<file path="src/rtl/l2_flatten.sv">
// Layer-2 flatten: reads the two 32x32 max-pool planes over the shared memory bus and writes them interleaved.
// Optional feature macro: L2_FLATTEN_CHKSUM_EN adds a 32-bit running sum of all written words.
module l2_flatten #(
  parameter logic [2:0] SRC0_SEL = 3'b011,
  parameter logic [2:0] SRC1_SEL = 3'b100,
  parameter logic [2:0] DST_SEL  = 3'b101,
  parameter int         NPIX     = 1024,
  parameter int         AW       = 12,
  parameter int         DW       = 20
) (
  input  logic          clk,
  input  logic          reset,
  input  logic          start,
  output logic          busy,
  output logic          done,
  output logic          crd,
  output logic [AW-1:0] caddr_rd,
  input  logic [DW-1:0] cdata_rd,
  output logic          cwr,
  output logic [AW-1:0] caddr_wr,
  output logic [DW-1:0] cdata_wr,
  output logic [2:0]    csel
`ifdef L2_FLATTEN_CHKSUM_EN
  ,
  output logic [31:0]   chksum
`endif
);

  typedef enum logic [2:0] {
    S_IDLE,
    S_RD0,
    S_RD1,
    S_WR0,
    S_WR1,
    S_DONE
  } state_t;

  localparam logic [AW-1:0] PIX_LAST = AW'(NPIX - 1);
  localparam logic [AW-1:0] PIX_ONE  = AW'(1);

  state_t        state_reg;
  logic [AW-1:0] pix_reg;
  logic [DW-1:0] d0_reg;
  logic [DW-1:0] d1_reg;

  // Every output is loaded on the edge that enters the state it belongs to.
  always_ff @(posedge clk or negedge reset) begin
    if (!reset) begin
      state_reg <= S_IDLE;
      pix_reg   <= '0;
      d0_reg    <= '0;
      d1_reg    <= '0;
      busy      <= 1'b0;
      done      <= 1'b0;
      crd       <= 1'b0;
      cwr       <= 1'b0;
      caddr_rd  <= '0;
      caddr_wr  <= '0;
      cdata_wr  <= '0;
      csel      <= 3'b000;
    end else begin
      case (state_reg)
        S_IDLE: begin
          if (start) begin
            state_reg <= S_RD0;
            busy      <= 1'b1;
            crd       <= 1'b1;
            csel      <= SRC0_SEL;
            caddr_rd  <= pix_reg;
          end
        end
        S_RD0: begin
          d0_reg    <= cdata_rd;
          state_reg <= S_RD1;
          csel      <= SRC1_SEL;
          caddr_rd  <= pix_reg;
        end
        S_RD1: begin
          d1_reg    <= cdata_rd;
          state_reg <= S_WR0;
          crd       <= 1'b0;
          cwr       <= 1'b1;
          csel      <= DST_SEL;
          caddr_wr  <= {pix_reg[AW-2:0], 1'b0};
          cdata_wr  <= d0_reg;
        end
        S_WR0: begin
          state_reg <= S_WR1;
          caddr_wr  <= {pix_reg[AW-2:0], 1'b1};
          cdata_wr  <= d1_reg;
        end
        S_WR1: begin
          cwr <= 1'b0;
          if (pix_reg == PIX_LAST) begin
            state_reg <= S_DONE;
            busy      <= 1'b0;
            done      <= 1'b1;
            pix_reg   <= '0;
          end else begin
            state_reg <= S_RD0;
            pix_reg   <= pix_reg + PIX_ONE;
            crd       <= 1'b1;
            csel      <= SRC0_SEL;
            caddr_rd  <= pix_reg + PIX_ONE;
          end
        end
        S_DONE: begin
          done      <= 1'b0;
          state_reg <= S_IDLE;
        end
        default: begin
          state_reg <= S_IDLE;
        end
      endcase
    end
  end

`ifdef L2_FLATTEN_CHKSUM_EN
  // Accumulates the words actually on the bus, so it is final as soon as DONE is entered.
  always_ff @(posedge clk or negedge reset) begin
    if (!reset) begin
      chksum <= '0;
    end else if (state_reg == S_IDLE && start) begin
      chksum <= '0;
    end else if (cwr) begin
      chksum <= chksum + {{(32-DW){1'b0}}, cdata_wr};
    end
  end
`endif

endmodule
</file>
<file path="config.mk">
export PLATFORM = sky130hd
export DESIGN_NAME = l2_flatten
export DESIGN_NICKNAME = d
export VERILOG_FILES = /design/src/rtl/l2_flatten.sv
export SDC_FILE = /design/constraint.sdc
export NUM_CORES = 1
export LEC_CHECK = 0
export CELL_PAD_IN_SITES_DETAIL_PLACEMENT = 0
export CELL_PAD_IN_SITES_GLOBAL_PLACEMENT = 2
export CORE_ASPECT_RATIO = 0.7
export CORE_MARGIN = 8
export CORE_UTILIZATION = 38
export CTS_BUF_LIST = sky130_fd_sc_hd__clkbuf_8
export CTS_CLUSTER_SIZE = 28
export DETAILED_ROUTE_END_ITERATION = 8
export GPL_ROUTABILITY_DRIVEN = 0
export PLACE_DENSITY = 0.93
export REMOVE_ABC_BUFFERS = 1
export SLEW_MARGIN = 10
export SYNTH_ARGS = -nofsm -noshare
export SYNTH_HDL_FRONTEND = slang
export SYNTH_SLANG_ARGS = --single-unit
</file>
<file path="constraint.sdc">
create_clock -name clk -period 2.01 [get_ports clk]
set_input_delay 0.5025 -clock clk [delete_from_list [all_inputs] [get_ports clk]]
set_output_delay 0.5025 -clock clk [all_outputs]
set_load 0.1 [all_outputs]
</file>
==> impl_results.rst <==
.. list-table::
   :header-rows: 1

   * - Metric
     - Value
   * - Number of standard cells after synthesis
     - 338
   * - Buffers inserted during post-CTS setup optimization
     - 0
   * - Final Net Count
     - 446
   * - Number of design-rule violations left by the first detailed-router iteration
     - 135
   * - Average cell area after synthesis
     - approximately 13 um2
   * - Clock root cell
     - sky130_fd_sc_hd__clkbuf_8
   * - Total global routing track utilization
     - 0.127
   * - Number of distinct library cells after synthesis
     - 45
   * - Share of flip-flops with an asynchronous set or reset after synthesis
     - 1.00
   * - Ys Warns
     - 0
   * - Main synth FF type
     - sky130_fd_sc_hd__dfrtp_1
   * - Total via count after detailed routing
     - 2860
   * - Time the final worst path needs with I/O delays and setup
     - around 1.8 ns
   * - Internal Pwr Total
     - 0.00295 W
   * - Sequential cell area fraction in the yosys report
     - 0.588
   * - Die W
     - between 100 and 150 um
   * - Share of total power consumed by net switching
     - 0.242
   * - Max-Cap Viols
     - 0
   * - Core area
     - ~12000 um2
   * - Synth-to-layout area growth
     - 34.5%
   * - Setup crit start kind
     - flop
   * - Unrepaired setup endpoints after global routing
     - false
   * - Arrival @ worst endpoint
     - 2.10 ns
   * - Vert. Die Dim
     - about 110 um
   * - IR Drop Worst-Case VDD
     - 0.354 mV
   * - Total inserted antenna cells
     - 0
   * - Count of final hold-check violations
     - 0
   * - Worst-case setup slack after placement
     - -0.0393 ns
   * - Run status
     - complete, no violations
   * - Final max-slew violation count
     - 0
   * - Least setup slack across all paths after layout
     - between 0.15 and 0.2 ns
   * - Flop2flop setup slack
     - 0.17 ns
   * - Via count of the first global-routing pass
     - 3068
   * - Cts-stage hold buffer count
     - 0
   * - Number of top-level pins
     - 74
   * - Antenna violations before repair
     - 0
   * - Required time of the critical path
     - 2.27 ns
   * - Routed wire length per instance
     - 16.6 um
   * - Clock latency of the later-clocked register in the worst-skew pair
     - 0.36 ns
   * - Commonest cells after routing, fill and taps aside
     - sky130_fd_sc_hd__dfrtp_1, sky130_fd_sc_hd__mux2_2, sky130_fd_sc_hd__buf_12
   * - Total Die Area
     - between 15000 and 20000 um2
   * - Hpwl dp
     - roughly 7100 um
   * - Proportion of layout cells with a drive suffix above 1
     - 0.386
   * - Drt pass-1 iters
     - 4
   * - Per-cell via count in the routed design
     - slightly below 5
   * - Initial core utilization
     - 0.388
   * - Post-Route Hold Slack
     - 0.0553 ns
   * - CTS H-tree depth
     - 3
   * - Worst Path Max Fanout
     - 7
   * - Number of placed instances, taps included
     - 568
   * - Sequential share of power
     - 0.572
   * - Worst setup path startpoint
     - pix_reg[0]
   * - Flip-flop and latch count after synthesis
     - 106
   * - TritonCTS clock tree
     - yes
   * - Register clock-pin slew on the reported worst setup and hold paths
     - 0.09 ns
   * - Count of cells resized by post-cts repair
     - 0
   * - Total wire length after detailed routing
     - 9690 um
   * - Standard-cell row count
     - 33
   * - Net switching power
     - 0.000941 W
   * - Count of flip-flops with a built-in enable after synthesis
     - 0
   * - Final Non-Filler Cells
     - between 500 and 600
   * - Final Instance Area
     - slightly above 6000 um2
   * - Worst slew margin relative to its limit
     - 0.699
   * - Final worst path period share
     - 0.917
   * - Final Skew
     - 0.00721 ns
   * - Count of endpoints failing setup in the final report
     - 0
   * - Maximum number of pins on one net before global-route repair
     - 54
   * - Crit. End Element
     - flop
   * - Instance area at placement
     - 5880 um2
   * - Leading cell type in the layout, fill and taps excluded
     - sky130_fd_sc_hd__dfrtp_1
   * - First-pass GRT wire length
     - 15900 um
   * - Overflow left after global routing
     - 0
   * - Port buffer count
     - 73
   * - Overall Power
     - 0.00389 W
   * - Portion of total power attributed to combinational logic
     - 0.095
   * - RR Startpoint
     - pix_reg[0]
   * - Clock share of power
     - 0.333
   * - Worst-margin pin slew
     - 0.445 ns
   * - Leakage Power
     - 2.58 nW
   * - Number of clock buffers inserted by TritonCTS
     - 9
   * - Post-synthesis cell area
     - 4510 um2
   * - Clock Sinks
     - 106
   * - Number of design rule violations left after detail routing
     - 0
   * - Worst hold-check path type
     - input port to asynchronous set/reset pin
   * - Class of the most critical setup path
     - flop to flop
   * - Maximum operating frequency
     - 0.542 GHz
   * - Remaining antenna violation count
     - 0
   * - Power per Cell Area
     - 641 nW/um2
   * - Buffer levels on the longest clock path
     - 2
==> through the flow <==
stage	util	TNS, ns
global route	0.521	0
CTS	0.521	0
finish	0.521	0
global placement	0.505	-0.0494
floorplan	-	-51.29
detailed placement	0.505	-0.270
==> Yosys cell counts (3+ instances only) <==
cell | instances | area, um2
sky130_fd_sc_hd__clkbuf_1 | 5 | 18.8
sky130_fd_sc_hd__xor2_1 | 8 | 70.1
sky130_fd_sc_hd__nor4_2 | 3 | 37.5
sky130_fd_sc_hd__nand4_1 | 4 | 25.0
sky130_fd_sc_hd__xnor2_1 | 3 | 26.3
sky130_fd_sc_hd__o21ai_0 | 25 | 125
sky130_fd_sc_hd__nor3_1 | 5 | 25.0
sky130_fd_sc_hd__mux2_4 | 10 | 150
sky130_fd_sc_hd__buf_2 | 9 | 45.0
sky130_fd_sc_hd__nand2_1 | 36 | 135
sky130_fd_sc_hd__and2_1 | 3 | 18.8
sky130_fd_sc_hd__mux2i_1 | 20 | 200
sky130_fd_sc_hd__mux2_2 | 55 | 619
sky130_fd_sc_hd__nor2_1 | 8 | 30.0
sky130_fd_sc_hd__a21oi_1 | 4 | 20.0
sky130_fd_sc_hd__dfrtp_1 | 106 | 2650
==> final cells by class <==
type | instances | area, um2
Inverter | 1 | 3.75
Multi-Input combinational cell | 213 | 1780
Clock inverter | 3 | 41.3
Sequential cell | 106 | 2650
Timing Repair Buffer | 91 | 1250
Fill cell | 1003 | 5570
Clock buffer | 11 | 151
Tap cell | 157 | 196
==> cell families (layout without fill, tap and decap cells) <==
logic type | count (synthesis) | in the layout | share of synthesized area
buffers and inverters | 19 | 106 | 0.0216
and+or+nand+nor | 77 | 77 | 0.100
DFF | 106 | 106 | 0.588
adders and majority gates | 1 | 1 | 0.00277
AOI/OAI and AO/OA | 39 | 39 | 0.0518
xor gates and xnor gates | 11 | 11 | 0.0213
muxes | 85 | 85 | 0.215
==> routing by layer <==
layer | vias to the layer above | track usage | share of wire
met4 | 0 | 0.0374 | 0.012
met5 | - | 0 | 0
li1 | 1363 | - | -
met1 | 1426 | 0.164 | 0.47
met3 | 11 | 0.0442 | 0.058
met2 | 60 | 0.199 | 0.46
==> power groups by stage <==
stage	logic, W	registers, W	clock network [W]
3_3_place_gp	0.000370	0.00227	0
3_5_place_dp	0.000377	0.00227	0
6_report	0.000370	0.00223	0.00129
5_1_grt	0.000394	0.00224	0.00143
2_1_floorplan	0.0000556	0.00241	0
4_1_cts	0.000377	0.00223	0.00134
==> worst max-delay path: stages (launching register included) <==
cell and delay, ns:
sky130_fd_sc_hd__dfrtp_1 0.45, sky130_fd_sc_hd__ha_1 0.25, sky130_fd_sc_hd__nand3_4 0.14, sky130_fd_sc_hd__nor4_4 0.31, sky130_fd_sc_hd__a2bb2oi_2 0.10, sky130_fd_sc_hd__buf_4 0.19, sky130_fd_sc_hd__mux2_4 0.30
==> final timing paths <==
check / to / depth (start not counted)
max in group asynchronous: d1_reg[10] / 2
worst max-delay path: caddr_rd[4] / 6
worst min-delay path: d1_reg[19] / 1
worst max register to register: caddr_rd[4] / 6
worst min register to register: cdata_wr[2] / 2
min in group clk: cdata_wr[2] / 2
(Power assumes the default switching activity.)
